## src/rtl/seq_div_12x6.sv

```systemverilog
// Sequential restoring divider: DW-bit unsigned dividend by VW-bit unsigned divisor.
// One quotient bit per BUSY cycle, MSB first; divide-by-zero short-circuits to DONE.
module seq_div_12x6 #(
  parameter int unsigned DW = 12,
  parameter int unsigned VW = 6
) (
  input  logic          clk,
  input  logic          rst,
  input  logic          in_valid,
  output logic          in_ready,
  input  logic [DW-1:0] dividend,
  input  logic [VW-1:0] divisor,
  output logic          out_valid,
  input  logic          out_ready,
  output logic [DW-1:0] quotient,
  output logic [VW-1:0] remainder,
  output logic          div_zero
);

  localparam int unsigned CW = $clog2(DW + 1);

  typedef enum logic [1:0] {IDLE, BUSY, DONE} state_t;

  state_t        state;
  logic [DW-1:0] dvd;      // dividend bits shift out MSB, quotient bits shift in LSB
  logic [VW-1:0] dsr;
  logic [VW:0]   pr;       // partial remainder
  logic [CW-1:0] cnt;

  logic [VW+1:0] trial;
  logic [VW:0]   pr_nxt;
  logic          qbit;

  // One restoring step: subtract divisor from {pr, next dividend bit}, restore on borrow
  always_comb begin
    trial  = {pr, dvd[DW-1]} - {2'b00, dsr};
    qbit   = ~trial[VW+1];
    pr_nxt = qbit ? trial[VW:0] : {pr[VW-1:0], dvd[DW-1]};
  end

  // Control FSM with datapath and registered handshake/result outputs
  always_ff @(posedge clk) begin
    if (rst) begin
      state     <= IDLE;
      in_ready  <= 1'b1;
      out_valid <= 1'b0;
      quotient  <= '0;
      remainder <= '0;
      div_zero  <= 1'b0;
      dvd       <= '0;
      dsr       <= '0;
      pr        <= '0;
      cnt       <= '0;
    end else begin
      case (state)
        IDLE: begin
          if (in_valid && in_ready) begin
            dvd      <= dividend;
            dsr      <= divisor;
            pr       <= '0;
            cnt      <= '0;
            in_ready <= 1'b0;
            if (divisor == '0) begin
              state     <= DONE;
              out_valid <= 1'b1;
              quotient  <= '1;
              remainder <= '0;
              div_zero  <= 1'b1;
            end else begin
              state <= BUSY;
            end
          end
        end
        BUSY: begin
          dvd <= {dvd[DW-2:0], qbit};
          pr  <= pr_nxt;
          cnt <= cnt + CW'(1);
          if (cnt == CW'(DW - 1)) begin
            state     <= DONE;
            out_valid <= 1'b1;
            quotient  <= {dvd[DW-2:0], qbit};
            remainder <= pr_nxt[VW-1:0];
            div_zero  <= 1'b0;
          end
        end
        DONE: begin
          if (out_ready) begin
            state     <= IDLE;
            out_valid <= 1'b0;
            in_ready  <= 1'b1;
          end
        end
        default: begin
          state     <= IDLE;
          out_valid <= 1'b0;
          in_ready  <= 1'b1;
        end
      endcase
    end
  end

endmodule
```

## config.mk

```make
export PLATFORM = sky130hd
export DESIGN_NAME = seq_div_12x6
export DESIGN_NICKNAME = d
export VERILOG_FILES = /design/src/rtl/seq_div_12x6.sv
export SDC_FILE = /design/constraint.sdc
export NUM_CORES = 1
export LEC_CHECK = 0
export ABC_AREA = 1
export CAP_MARGIN = 5
export CORE_MARGIN = 1
export CORE_UTILIZATION = 45
export DETAILED_ROUTE_END_ITERATION = 8
export DONT_BUFFER_PORTS = 1
export GPL_ROUTABILITY_DRIVEN = 0
export SLEW_MARGIN = 10
export SYNTH_ARGS = -nofsm -noshare
export SYNTH_HDL_FRONTEND = slang
export SYNTH_SLANG_ARGS = --single-unit
```

## constraint.sdc

```tcl
create_clock -name clk -period 1.6 [get_ports clk]
set_input_delay 0.16 -clock clk [delete_from_list [all_inputs] [get_ports clk]]
set_output_delay 0.16 -clock clk [all_outputs]
set_load 0.1 [all_outputs]
```

## Word level (Yosys, flattened, before mapping)

Index checks and enable logic that the tools add are counted.

| storage, ports and cells | value |
|---|---|
| bits in writable memories | 0 |
| memory bits (read-only) | 0 |
| bits in latches | 0 |
| register bits after elaboration | 52 |
| memories | 0 |
| bits of input ports | 22 |
| output and inout bits | 21 |

| operators by class | value |
|---|---|
| reduce and logical (&&, ||, !) cells | 10 |
| bitwise logic cells | 2 |
| multipliers | 0 |
| magnitude comparators | 0 |
| shifts and indexed selects | 0 |
| $add $sub $neg | 2 |
| divide/modulo/power cells | 0 |
| equal/unequal tests | 7 |
| multiplexer cells | 30 |

Operators by type and width:

| kind | count |
|---|---|
| $mux 12 | 4 |
| $pmux 12 s2 | 2 |
| $mux 6 | 3 |
| $mux 7 | 2 |
| $pmux 7 s2 | 1 |
| $pmux 6 s2 | 1 |
| $mux 2 | 4 |
| $ne 2x2->1 const B | 4 |
| $pmux 4 s2 | 1 |
| $reduce_and 4->1 | 2 |
| $sub 8x6->8 | 1 |
| $mux 1 | 7 |
| $logic_not 6->1 | 1 |
| $pmux 1 s3 | 2 |
| $pmux 2 s3 | 1 |
| $reduce_and 3->1 | 2 |
| $add 4x1->4 const B | 1 |
| $eq 4x4->1 const B | 1 |
| $mux 4 | 1 |
| $reduce_and 2->1 | 2 |
| $eq 2x1->1 const B | 1 |
| $eq 2x2->1 const B | 1 |
| $logic_not 2->1 | 1 |
| $not 1->1 | 2 |
| 3 further kinds | 3 |

## Longest topological paths before layout

| logic depth | value |
|---|---|
| word-level depth | 4 |
| gate-level depth with buffers | 13 |

## Least setup slack after synthesis

Ideal clock, no wire load.

| path | value |
|---|---|
| path type | register -> register |
| from | register in_ready |
| to | register dvd[10] |
| data required time | 1.466 ns |
| stages on the path, launching flop included | 8 |
| data arrival time | 1.837 ns |
| slack | -0.371 ns |
| library setup time | 0.134 ns |
| path buffers | 2 |
| cell sequence | dfxtp_1 -> nand2_1 -> nor3_2 -> nor2_1 -> buf_4 -> buf_4 -> nand2_1 -> a21oi_1 |

| on the way | value |
|---|---|
| longest elaborated chain between the ends | 3 |

RTL lines:

| element | RTL line | text |
|---|---|---|
| start, declared | 10 | `output logic in_ready,` |
| start signal, assigned | 45 | `in_ready <= 1'b1;` |
| start signal, assigned | 62 | `in_ready <= 1'b0;` |
| start signal, assigned | 90 | `in_ready <= 1'b1;` |
| $logic_and 1x1->1 | 57 | `if (in_valid && in_ready) begin` |
| $ne 2x2->1 (no line) | n/a |  |
| $reduce_and 2->1 (no line) | n/a |  |
| end signal, assigned | 58 | `dvd <= dividend;` |
| end signal, assigned | 75 | `dvd <= {dvd[DW-2:0], qbit};` |
| end, declared | 25 | `logic [DW-1:0] dvd;` |

Every way passes these cells.
A chain may end at the register's enable or synchronous reset.

## Final worst setup path

| path | value |
|---|---|
| from | register dsr[4] |
| to | register remainder[4] |

| on the way | value |
|---|---|
| longest elaborated chain between the ends | 4 |

RTL lines:

| element | RTL line | text |
|---|---|---|
| start, declared | 26 | `logic [VW-1:0] dsr;` |
| start signal, assigned | 59 | `dsr <= divisor;` |
| $sub 8x6->8 | 36 | `trial = {pr, dvd[DW-1]} - {2'b00, dsr};` |
| $mux 7 | 38 | `pr_nxt = qbit ? trial[VW:0] : {pr[VW-1:0], dvd[DW-1]};` |
| $mux 6 | 78 | `if (cnt == CW'(DW - 1)) begin` |
| $pmux 6 s2 | 55 | `case (state)` |
| end signal, assigned | 82 | `remainder <= pr_nxt[VW-1:0];` |
| end, declared | 16 | `output logic [VW-1:0] remainder,` |

Every way passes these cells. The select of a mux whose other input is x is not followed.

==> metrics <==
status=finished with violations; failing checks=hold timing, setup timing; FF/Latch Area=around 0.0011 mm^2; R2R Path End=remainder[4]$_SDFFE_PP0P_; width of the die=78.0 um; period utilization=104%; Post-layout nets=422; Buffers & Inverters on Critical Path=2; Multi-input gate area=between 0.0015 and 0.002 mm^2; critical path class=reg2reg; Final Util=between 60 and 70%; skew final=0.00439 ns; critical path's slowest cell=dfxtp_2; met1 Use GR=26.8%; Final WS setup=-0.0599 ns; sequential-to-total area share from yosys stat=40.1%; busiest layer in global routing=met2; die height=78.0 um; # clock sinks=52; Slew HR=67.5%; share of layout cells above drive strength 1=39.5%; Layout Area Growth over Synthesis=32.7%; I/O pins=43; Syn Area/Cell=7.42 um^2; Final setup viols=14; core area=0.00554 mm^2; CP startpoint=dsr[4]$_SDFFE_PP0P_; Post-synth top flop=dfxtp_1; worst-path cell chain=inv_2 > ha_4 > nand2_2 > nor2_4 > nand3_4 > nand2_4 > nand2_2 > nand2_4 > nand3_2 > nand3_1 > nand2_1 > inv_1; vias in the first global route=2214; Clk pin slew, worst setup/hold paths=0.09 ns; post-synthesis async set-or-reset flop share=0%; total track usage=21.2%; worst hold margin=-0.00101 ns; CP Capture Type=register; Crit path depth=12; Final min period=1.66 ns; Crit Path Max Fanout=7; largest net degree at the start of global routing=36; DP HPWL=4040 um; row count=27; DRT Wirelength=approximately 6100 um; Synthesized Nets=380; Die ar.=0.00608 mm^2; initial core utilization=46.9%; FILL cells=approximately 490; max-cap violations=0; clk root buf=clkbuf_8; grt ovf=0; R2R cell count=12; final hold violations=1; slowest stage delay, CP=between 0.3 and 0.4 ns; Worst EP arrival=roughly 1.9 ns; post-DR wirelength/cell=13.2 um; vias per cell=approximately 5.0; Crit path max-delay family=simple AND/OR/NAND/NOR gates; post-route ant nets=0; TritonCTS clock tree=done; max-slew violations=0; worst slew pin tran=0.487 ns; reg2reg start=dsr[4]$_SDFFE_PP0P_; first-pass GRT wire length=10200 um; crit path to=remainder[4]$_SDFFE_PP0P_; EDFF count, synth=0; HP Class=in2reg; DR DRC count=0; area of the mapped netlist=0.00260 mm^2; Port Buf Inserts=0; Setup WS pre-CTS=-0.147 ns; initial antenna violation count=0; R2R setup slack=-0.06 ns; Gate Count Post-Synth=350; met2 GRT Util=34.8%; Distinct cells, synth=33; met3 Usage GRT=5.06%; DR pass1 iterations=4; Ant. Diodes=0; Seq cells post-synth=52; CP startpoint kind=register; Via Count=~2300; H-tree depth=2; Worst-Skew Late Latency=0.30 ns; RSZ-0062 raised after global routing=yes; Max Root-Sink Buffers=2; clock buffer count from CTS=5; max frequency=602 MHz; Synth Warn #=0; DR iter-0 viols=between 150 and 200; Worst EP required=1.85 ns
[cells in the final DEF (no fill, tap or decap), types with 2 or more instances in the layout]
cell type / synthesis / layout
nand3_1: 38 / 14
inv_1: 41 / 35
ha_1: 7 / 2
or2_2: 5 / 4
nand2_4: 0 / 3
xnor2_2: 0 / 2
inv_2: 3 / 9
nand2_2: 11 / 20
nand3_4: 0 / 7
buf_6: 1 / 3
a21oi_4: 0 / 2
dfxtp_2: 0 / 9
dfxtp_1: 52 / 42
nand3_2: 0 / 17
ha_4: 0 / 4
or2_4: 0 / 2
buf_4: 2 / 45
nand2_1: 77 / 64
o211ai_1: 11 / 11
o21ai_0: 12 / 12
nor2_4: 1 / 2
buf_12: 1 / 2
a21oi_2: 10 / 11
clkbuf_8: 0 / 5
or2_1: 7 / 7
nor2_1: 11 / 10
a21oi_1: 35 / 32
[stage by stage]
step / hold WS, ns / std cells / area (um^2) / setup TNS (ns)
final: -0.00101 / 464 / 3450 / -0.316
after global routing: 0.00745 / 464 / 3450 / -1.91
after CTS: 0.000817 / 460 / 3250 / -0.00342
after detailed placement: 0.228 / 449 / 2940 / -1.83
after global placement: 0.227 / 449 / 2940 / -1.23
after floorplan: 0.295 / 350 / 2610 / 0
[metal layers]
layer  vias to the layer above  wire length [um]
met5                         -                 0
li1                       1225                 -
met3                         9               287
met4                         0               108
met2                        47              2820
met1                      1029              2930
[worst min-delay path, cell delays in order]
cell and delay [ns]:
a21oi_1 0.03, nand2_2 0.04, inv_1 0.03
[Yosys cell counts, types with 2 or more instances]
cell       n  share of area, %
or2_1      7               1.7
inv_2      3              0.43
inv_1     41               5.9
dfxtp_1   52                40
buf_1      2              0.29
nand2_2   11               2.6
buf_2      5              0.96
clkbuf_1   5              0.72
nor2_1    11               1.6
nand2_1   77                11
o21ai_0   12               2.3
nand3_1   38               7.3
ha_1       7               3.4
o211ai_1  11               3.2
buf_4      2              0.58
xnor2_1    2              0.67
or2_2      5               1.2
a21oi_2   10               3.4
a21oi_1   35               6.7
[cell families (layout without fill, tap and decap cells)]
group,count (synthesis),in the layout,share of synthesized area (%)
xor gates and xnor gates,3,3,1.01
DFF,52,52,40.1
and+or+nand+nor,156,156,28.1
adders and majority gates,8,8,4.14
buffers and inverters,61,103,10.5
AOI/OAI and AO/OA,70,70,16.2
[how the worst min path moves through the flow]
stage	from	end	cells past startpoint
finish	rst	remainder[1]$_SDFFE_PP0P_	3
global route	rst	remainder[1]$_SDFFE_PP0P_	3
CTS	rst	remainder[1]$_SDFFE_PP0P_	3
detailed placement	rst	quotient[2]$_SDFFE_PP0P_	1
global placement	rst	quotient[2]$_SDFFE_PP0P_	1
floorplan	divisor[0]	dsr[0]$_SDFFE_PP0P_	2
[final cells by class]
cell class	instances	share of cell area [%]
Timing Repair Buffer	51	12.2
Inverter	45	5.05
Multi-Input combinational cell	237	47.2
Sequential cell	52	30.6
Clock buffer	6	2.11
Tap cell	72	2.61
Clock inverter	1	0.145
[registers in the layout, indices dropped and copies added, names as in the netlist]
signal,count
remainder,6
state,2
dvd,12
quotient,12
div_zero,1
cnt,4
pr,7
dsr,6
in_ready,1
out_valid,1
[repair_timing]
item                                   CTS  global route
hold buffers                             2             0
gates resized for setup                 49            33
endpoints found under the hold margin   36             0
setup buffers                            2             4
pin swaps                               11            15
setup endpoints to repair               15            26
Power is not shown: default switching activity piles up to over one toggle a cycle in this logic, so the estimate is an artifact.
